--- src/rtl/sync_fifo_param.sv ---
// Parametrised single-clock FIFO with level count, almost-full/almost-empty flags,
// overflow/underflow pulses and an optional first-word-fall-through read port.
module sync_fifo_param #(
  parameter int unsigned DATA_W    = 8,
  parameter int unsigned DEPTH     = 16,
  parameter int unsigned AFULL_TH  = 12,
  parameter int unsigned AEMPTY_TH = 4,
  parameter int unsigned FWFT      = 0
) (
  input  logic                        clk,
  input  logic                        rst,
  input  logic                        we,
  input  logic [DATA_W-1:0]           data_in,
  input  logic                        re,
  output logic [DATA_W-1:0]           data_out,
  output logic                        rd_valid,
  output logic                        full,
  output logic                        empty,
  output logic                        almost_full,
  output logic                        almost_empty,
  output logic [$clog2(DEPTH):0]      count,
  output logic                        overflow,
  output logic                        underflow
);

  localparam int unsigned AW = $clog2(DEPTH);
  localparam int unsigned CW = AW + 1;

  logic [DATA_W-1:0] mem [DEPTH];
  logic [AW-1:0]     wr_ptr;
  logic [AW-1:0]     rd_ptr;
  logic [CW-1:0]     count_q;
  logic [CW-1:0]     count_d;
  logic              wr_ok;
  logic              rd_ok;

  // Flags decode the registered count, so they reflect the state before this edge
  assign count        = count_q;
  assign full         = (count_q == CW'(DEPTH));
  assign empty        = (count_q == '0);
  assign almost_full  = (count_q >= CW'(AFULL_TH));
  assign almost_empty = (count_q <= CW'(AEMPTY_TH));

  assign wr_ok = we & ~full;
  assign rd_ok = re & ~empty;

  always_comb begin
    count_d = count_q;
    case ({wr_ok, rd_ok})
      2'b10:   count_d = count_q + CW'(1);
      2'b01:   count_d = count_q - CW'(1);
      default: count_d = count_q;
    endcase
  end

  // Storage is intentionally not reset
  always_ff @(posedge clk) begin
    if (!rst && wr_ok) begin
      mem[wr_ptr] <= data_in;
    end
  end

  always_ff @(posedge clk) begin
    if (rst) begin
      wr_ptr    <= '0;
      rd_ptr    <= '0;
      count_q   <= '0;
      overflow  <= 1'b0;
      underflow <= 1'b0;
    end else begin
      if (wr_ok) wr_ptr <= wr_ptr + AW'(1);
      if (rd_ok) rd_ptr <= rd_ptr + AW'(1);
      count_q   <= count_d;
      overflow  <= we & full;
      underflow <= re & empty;
    end
  end

  generate
    if (FWFT != 0) begin : g_fwft
      // Head word is presented directly; forced to zero while nothing is stored
      assign data_out = empty ? '0 : mem[rd_ptr];
      assign rd_valid = ~empty;
    end else begin : g_std
      always_ff @(posedge clk) begin
        if (rst) begin
          data_out <= '0;
          rd_valid <= 1'b0;
        end else begin
          if (rd_ok) data_out <= mem[rd_ptr];
          rd_valid <= rd_ok;
        end
      end
    end
  endgenerate

endmodule

--- config.mk ---
export PLATFORM = sky130hd
export DESIGN_NAME = sync_fifo_param
export DESIGN_NICKNAME = d
export VERILOG_FILES = /design/src/rtl/sync_fifo_param.sv
export SDC_FILE = /design/constraint.sdc
export NUM_CORES = 1
export LEC_CHECK = 0
export ABC_AREA = 1
export BUFFER_PORTS_ARGS = -buffer_cell sky130_fd_sc_hd__buf_2
export CAP_MARGIN = 40
export CORE_MARGIN = 3
export CORE_UTILIZATION = 34
export CTS_CLUSTER_DIAMETER = 40
export DETAILED_ROUTE_END_ITERATION = 8
export PLACE_DENSITY = 0.57
export SLEW_MARGIN = 40
export SYNTH_ARGS = -nofsm -noshare
export SYNTH_HDL_FRONTEND = slang
export SYNTH_SLANG_ARGS = --single-unit
--- constraint.sdc ---
create_clock -name clk -period 3.45 [get_ports clk]
set_clock_uncertainty 0.2 [all_clocks]
set_input_delay 0.69 -clock clk [delete_from_list [all_inputs] [get_ports clk]]
set_output_delay 0.69 -clock clk [all_outputs]
set_load 0.01 [all_outputs]
; After elaboration in Yosys (flattened, before gate mapping)
; Memories as Yosys holds them, arrays and structs flattened. A register that Yosys moved wholly into a read port is not among the register bits.
; Cells that the tools add are included.
[totals]
memories = 1
wordCells = 29
ram_bits = 128
output_inout_bits = 20
inputBits = 12
regBits = 16
[classes]
reduce_logical = 4
mux = 3
bitwise = 6
magnitude_cmp = 2
add_sub_neg = 4
n_eq_ne = 3
[memory_table]
columns = name, depth, width, read_ports, rd_ports_with_merged_regs, wr, line_no
row1 = mem, 16, 8, 1, 1, 1, 29  ; logic [DATA_W-1:0] mem [DEPTH];
[ops]
columns = operator, n
row1 = $pmux W5 S2, 1
row2 = $add A4 B1 Y4 const B, 2
row3 = $add A5 B1 Y5 const B, 1
row4 = $eq A5 B5 Y1 const B, 1
row5 = $ge A5 B4 Y1 const B, 1
row6 = $le A5 B3 Y1 const B, 1
row7 = $logic_not A5 Y1, 1
row8 = $sub A5 B1 Y5 const B, 1
row9 = $and A1 B1 Y1, 4
row10 = $eq A2 B1 Y1 const B, 1
row11 = $eq A2 B2 Y1 const B, 1
row12 = $mux W1, 2
row13 = $not A1 Y1, 2
row14 = $reduce_bool A2 Y1, 1
row15 = $logic_and A1 B1 Y1, 1
row16 = $logic_not A1 Y1, 1

; Longest topological paths before layout
[logic_depth]
word_depth = 6
mapped_depth = 15
depth_no_buf = 14

; Worst setup path before layout
; Ideal clock, no wire load.
[synth_timing]
path_type = reg-to-reg
start = register count_q[0] (netlist: count[0])
end = register count_q[4] (netlist: count[4])
t_arrival_ns = 2.204
path_stages_with_launch = 15
period_less_slack_ns = 2.537
required_ns = 3.116
setup_time_ns = 0.134
n_path_buf = 1
setup_slack_ns = 0.913
cell_sequence = dfxtp_1 -> or2_4 -> nor2_4 -> nand3_4 -> nand2_4 -> inv_4 -> buf_8 -> ha_1 -> fa_1 -> a21oi_1 -> nor2_1 -> o21bai_1 -> nand2_1 -> nand2_1 -> a21oi_1
[synth_between]
elab_chain_cells = 5
word_cells_on_any_way = 12
cone_classes = 2 x add/sub / 3 x eq/ne / 1 x mux / 4 x bitwise / 2 x reduce/logical
[synth_rtl]
columns = element, line_no
row1 = start: declaration, 32  ; logic [CW-1:0] count_q;
row2 = start signal: assignment, 73  ; count_q <= count_d;
row3 = $logic_not A5 Y1 *, 40  ; assign empty = (count_q == '0);
row4 = $not A1 Y1 *, 45  ; assign rd_ok = re & ~empty;
row5 = $and A1 B1 Y1 *, 45
row6 = net rd_ok, 35  ; logic rd_ok;
row7 = $eq A2 B1 Y1 or $eq A2 B2 Y1 (tied branches), 49  ; case ({wr_ok, rd_ok})
row8 = $pmux W5 S2 or $reduce_bool A2 Y1 (tied branches), n/a
; Mark *: on every way through the listed nets, which the timed path passes. The rest lies on a longest branch.
; A chain may end at the register's enable or synchronous reset.

; Worst setup path after layout
[layout_timing]
start = register count_q[0] (netlist: count[0])
end = register count_q[4] (netlist: count[4])
[layout_between]
elab_chain_cells = 5
word_cells_on_any_way = 12
cone_classes = 2 x add/sub / 3 x eq/ne / 1 x mux / 4 x bitwise / 2 x reduce/logical
[layout_rtl]
columns = element, line_no
row1 = $eq A5 B5 Y1 or $logic_not A5 Y1 (tied branches), "39, 40"
row2 = "$not A1 Y1, on equally long branches", "44, 45"
row3 = "$and A1 B1 Y1, on equally long branches", "44, 45"
row4 = $eq A2 B1 Y1 or $eq A2 B2 Y1 (tied branches), 49
row5 = $pmux W5 S2 or $reduce_bool A2 Y1 (tied branches), n/a
; Several ways; a longest one is shown, not always the timed one.

==> results.ini <==
[detailed_routing]
post_drt_wl_per_cell_um = 16.1
routed_wl_mm = 15.8
dr.first_iter.drc_count = 386
route.vias.total = 4426
dr.pass1.iters = 5
ant_nets = 0
routed_via_density = 4.52
drc = 0

[clock_tree]
cts_root_buf = clkbuf_16
post_cts_buffers = 0
cts_buffer_depth = 2
clk_pin_slew_ns = 0.07
htree_levels = 4
cts_tree = built
cts_hold_buf = 0
clock_latency_ns = 0.43
numCtsBuffers = 17
cts_sinks = 152
cts-resized-gates = 0

[logic_synthesis]
synth_cell_types = 29
syn_inst = 682
ys_ff_latch = 152
yosysTopAreaCell = edfxtp_1
syn_avg_cell_area_um2 = 9.93
synth_top_area_share_pct = 56.8
yosysMostFrequentCell = nand2_1
yosys-top-cells-area = edfxtp_1, nand2_1, dfxtp_1, nand3_1, inv_1
mappedNetlistNets = 704
ys_top_cells_by_count = nand2_1, edfxtp_1, inv_1, nand3_1, nor2_1
syn_area_um2 = 6770
synth_edf_count = 128
ys_seq_area_share_pct = 63.8
ys_warn_count = 0
async_flop_share_pct = 0
synthFlopType = edfxtp_1

[timing]
tightest_slew_ns = 0.716
maxSlewHeadroom_pct = 52.3
hold_viol = 0
rsz0062_at_grt = no
slew_viol_final = 0
finalSetupTns_ns = 0
fin_crit_sh_pct = 78.1
clock.fmax_ghz = 0.371
min_period_ns = 2.69
setup_ws_ns = 0.757
setup_viol = 0

[setup_path]
worstPathRequired_ns = 3.61
criticalPathCategory = register to register
worstPathMaxFanout = 15
critPathLaunchType = register
end_kind = register
worstPathArrival_ns = 2.85

[placement]
dp.cells = 947
place_ws_ns = 0.775
io_buffers = 31
gp_congestion = 0.871
hpwl_mm = 10.2

[power]
vdd.ir_drop.worst_mv = 0.367
clkPwrFrac_pct = 33.1
total_power_mw = 5.52
p_leak_nw = 3.30
pwr-share-comb_pct = 27.4
seqPwrFrac_pct = 39.5
switchingPower_mw = 1.92
power.internal_mw = 3.60
switching_share_pct = 34.8
powerDensity_nw_per_um2 = 717

[die]
dieWidth_um = 147
ios = 32
rows = 50
initial_utilization_pct = 35.4
fp.dieH_um = 147
core_area_um2 = 19100
fp.dieArea_um2 = 21600

[status]
status = finished, final reports clean

[finish]
layout-drive-gt1-share_pct = 12.7
final_cell_count_no_fill = 979
diodes = 0
fin_nets = 728
areaGrowthSynthToFinish_pct = 13.7

[flow_run]
maxCapViolations = 0

[grt]
track_usage_pct = 15.1
grt_pass1_wl_mm = 24.5
first_global_vias = 4373
antenna_found_initial = 0
grt_max_degree = 67
grt_remaining_overflow = 0

[worst_hold_path]
hold_path_class = input port to register

## path summary, 6_finish.rpt
path / slack [ns] / to / startpoint / cells past startpoint
setup / recovery: 0.76 / count[4] / count[0] / 14
hold reg to reg: 0.33 / wr_ptr[3] / wr_ptr[3] / 2
setup reg to reg: 0.76 / count[4] / count[0] / 14
hold / removal: 0.32 / overflow / we / 3
## cell type report
class / count / area (µm²)
tap: 260 / 325
multi-input combinational: 394 / 1880
inverter: 106 / 403
sequential: 152 / 4330
clock buffer: 17 / 425
fill: 1916 / 11400
timing repair buffer: 35 / 185
clock inverter: 15 / 155
## sequential cells by signal, indices dropped and copies added, names as in the netlist
name	count
rd_ptr	4
data_out	8
overflow	1
mem	128
underflow	1
wr_ptr	4
rd_valid	1
count	5
## critical path, cell delays in order (launching register included)
cell and delay (ns):
dfxtp_1 0.36, or2_4 0.28, nor2_4 0.12, nand3_4 0.10, nand2_4 0.16, inv_4 0.11
ha_1 0.29, fa_1 0.44, a21oi_1 0.15, nor2_1 0.06, nor2_1 0.09, nand2_1 0.05
nand2_1 0.06, nand2_1 0.04, a21oi_1 0.11
## stage by stage
| step | instance area, µm² | hold WS [ns] | util [%] |
|---|---|---|---|
| floorplan | 6770 | 0.270 | - |
| global placement | 7120 | 0.330 | 37.2 |
| detailed placement | 7120 | 0.320 | 37.2 |
| CTS | 7700 | 0.308 | 40.2 |
| global route | 7700 | 0.322 | 40.2 |
| finish | 7700 | 0.322 | 40.2 |
## layout by cell type, fill, tap and decap left out, types with 2 or more instances in the layout
cell type	instances
nand2_1	218
edfxtp_1	128
inv_1	99
nand3_1	86
buf_2	31
nor2_1	25
dfxtp_1	23
a21oi_1	18
clkbuf_16	17
o21ai_0	10
ha_1	9
nand3_2	8
nand2_4	6
xor2_1	6
inv_6	6
inv_8	4
buf_4	4
inv_2	3
clkinv_1	3
inv_4	2
clkinvlp_4	2
## per-layer routing
metal  up-vias  GRT usage (%)  wire [µm]
met3        19           4.13        658
met1      2063           19.3       7100
met4         0           4.71        227
met5         -              0          0
li1       2251              -          -
met2        93           25.2       7770
## logic make-up after synthesis
family,share of synthesized area (%)
and+or+nand+nor,22.6
buffers and inverters,8.35
DFF,63.8
xor gates and xnor gates,0.776
AOI/OAI and AO/OA,2.42
adders and majority gates,1.96
## power groups by stage
stage	Clock (mW)	Sequential (mW)	Combinational [mW]
4_1_cts	1.86	2.18	1.53
2_1_floorplan	0	2.24	1.08
3_5_place_dp	0	2.22	1.52
5_1_grt	1.95	2.19	1.70
6_report	1.83	2.18	1.51
3_3_place_gp	0	2.22	1.52
(Power assumes the default switching activity.)
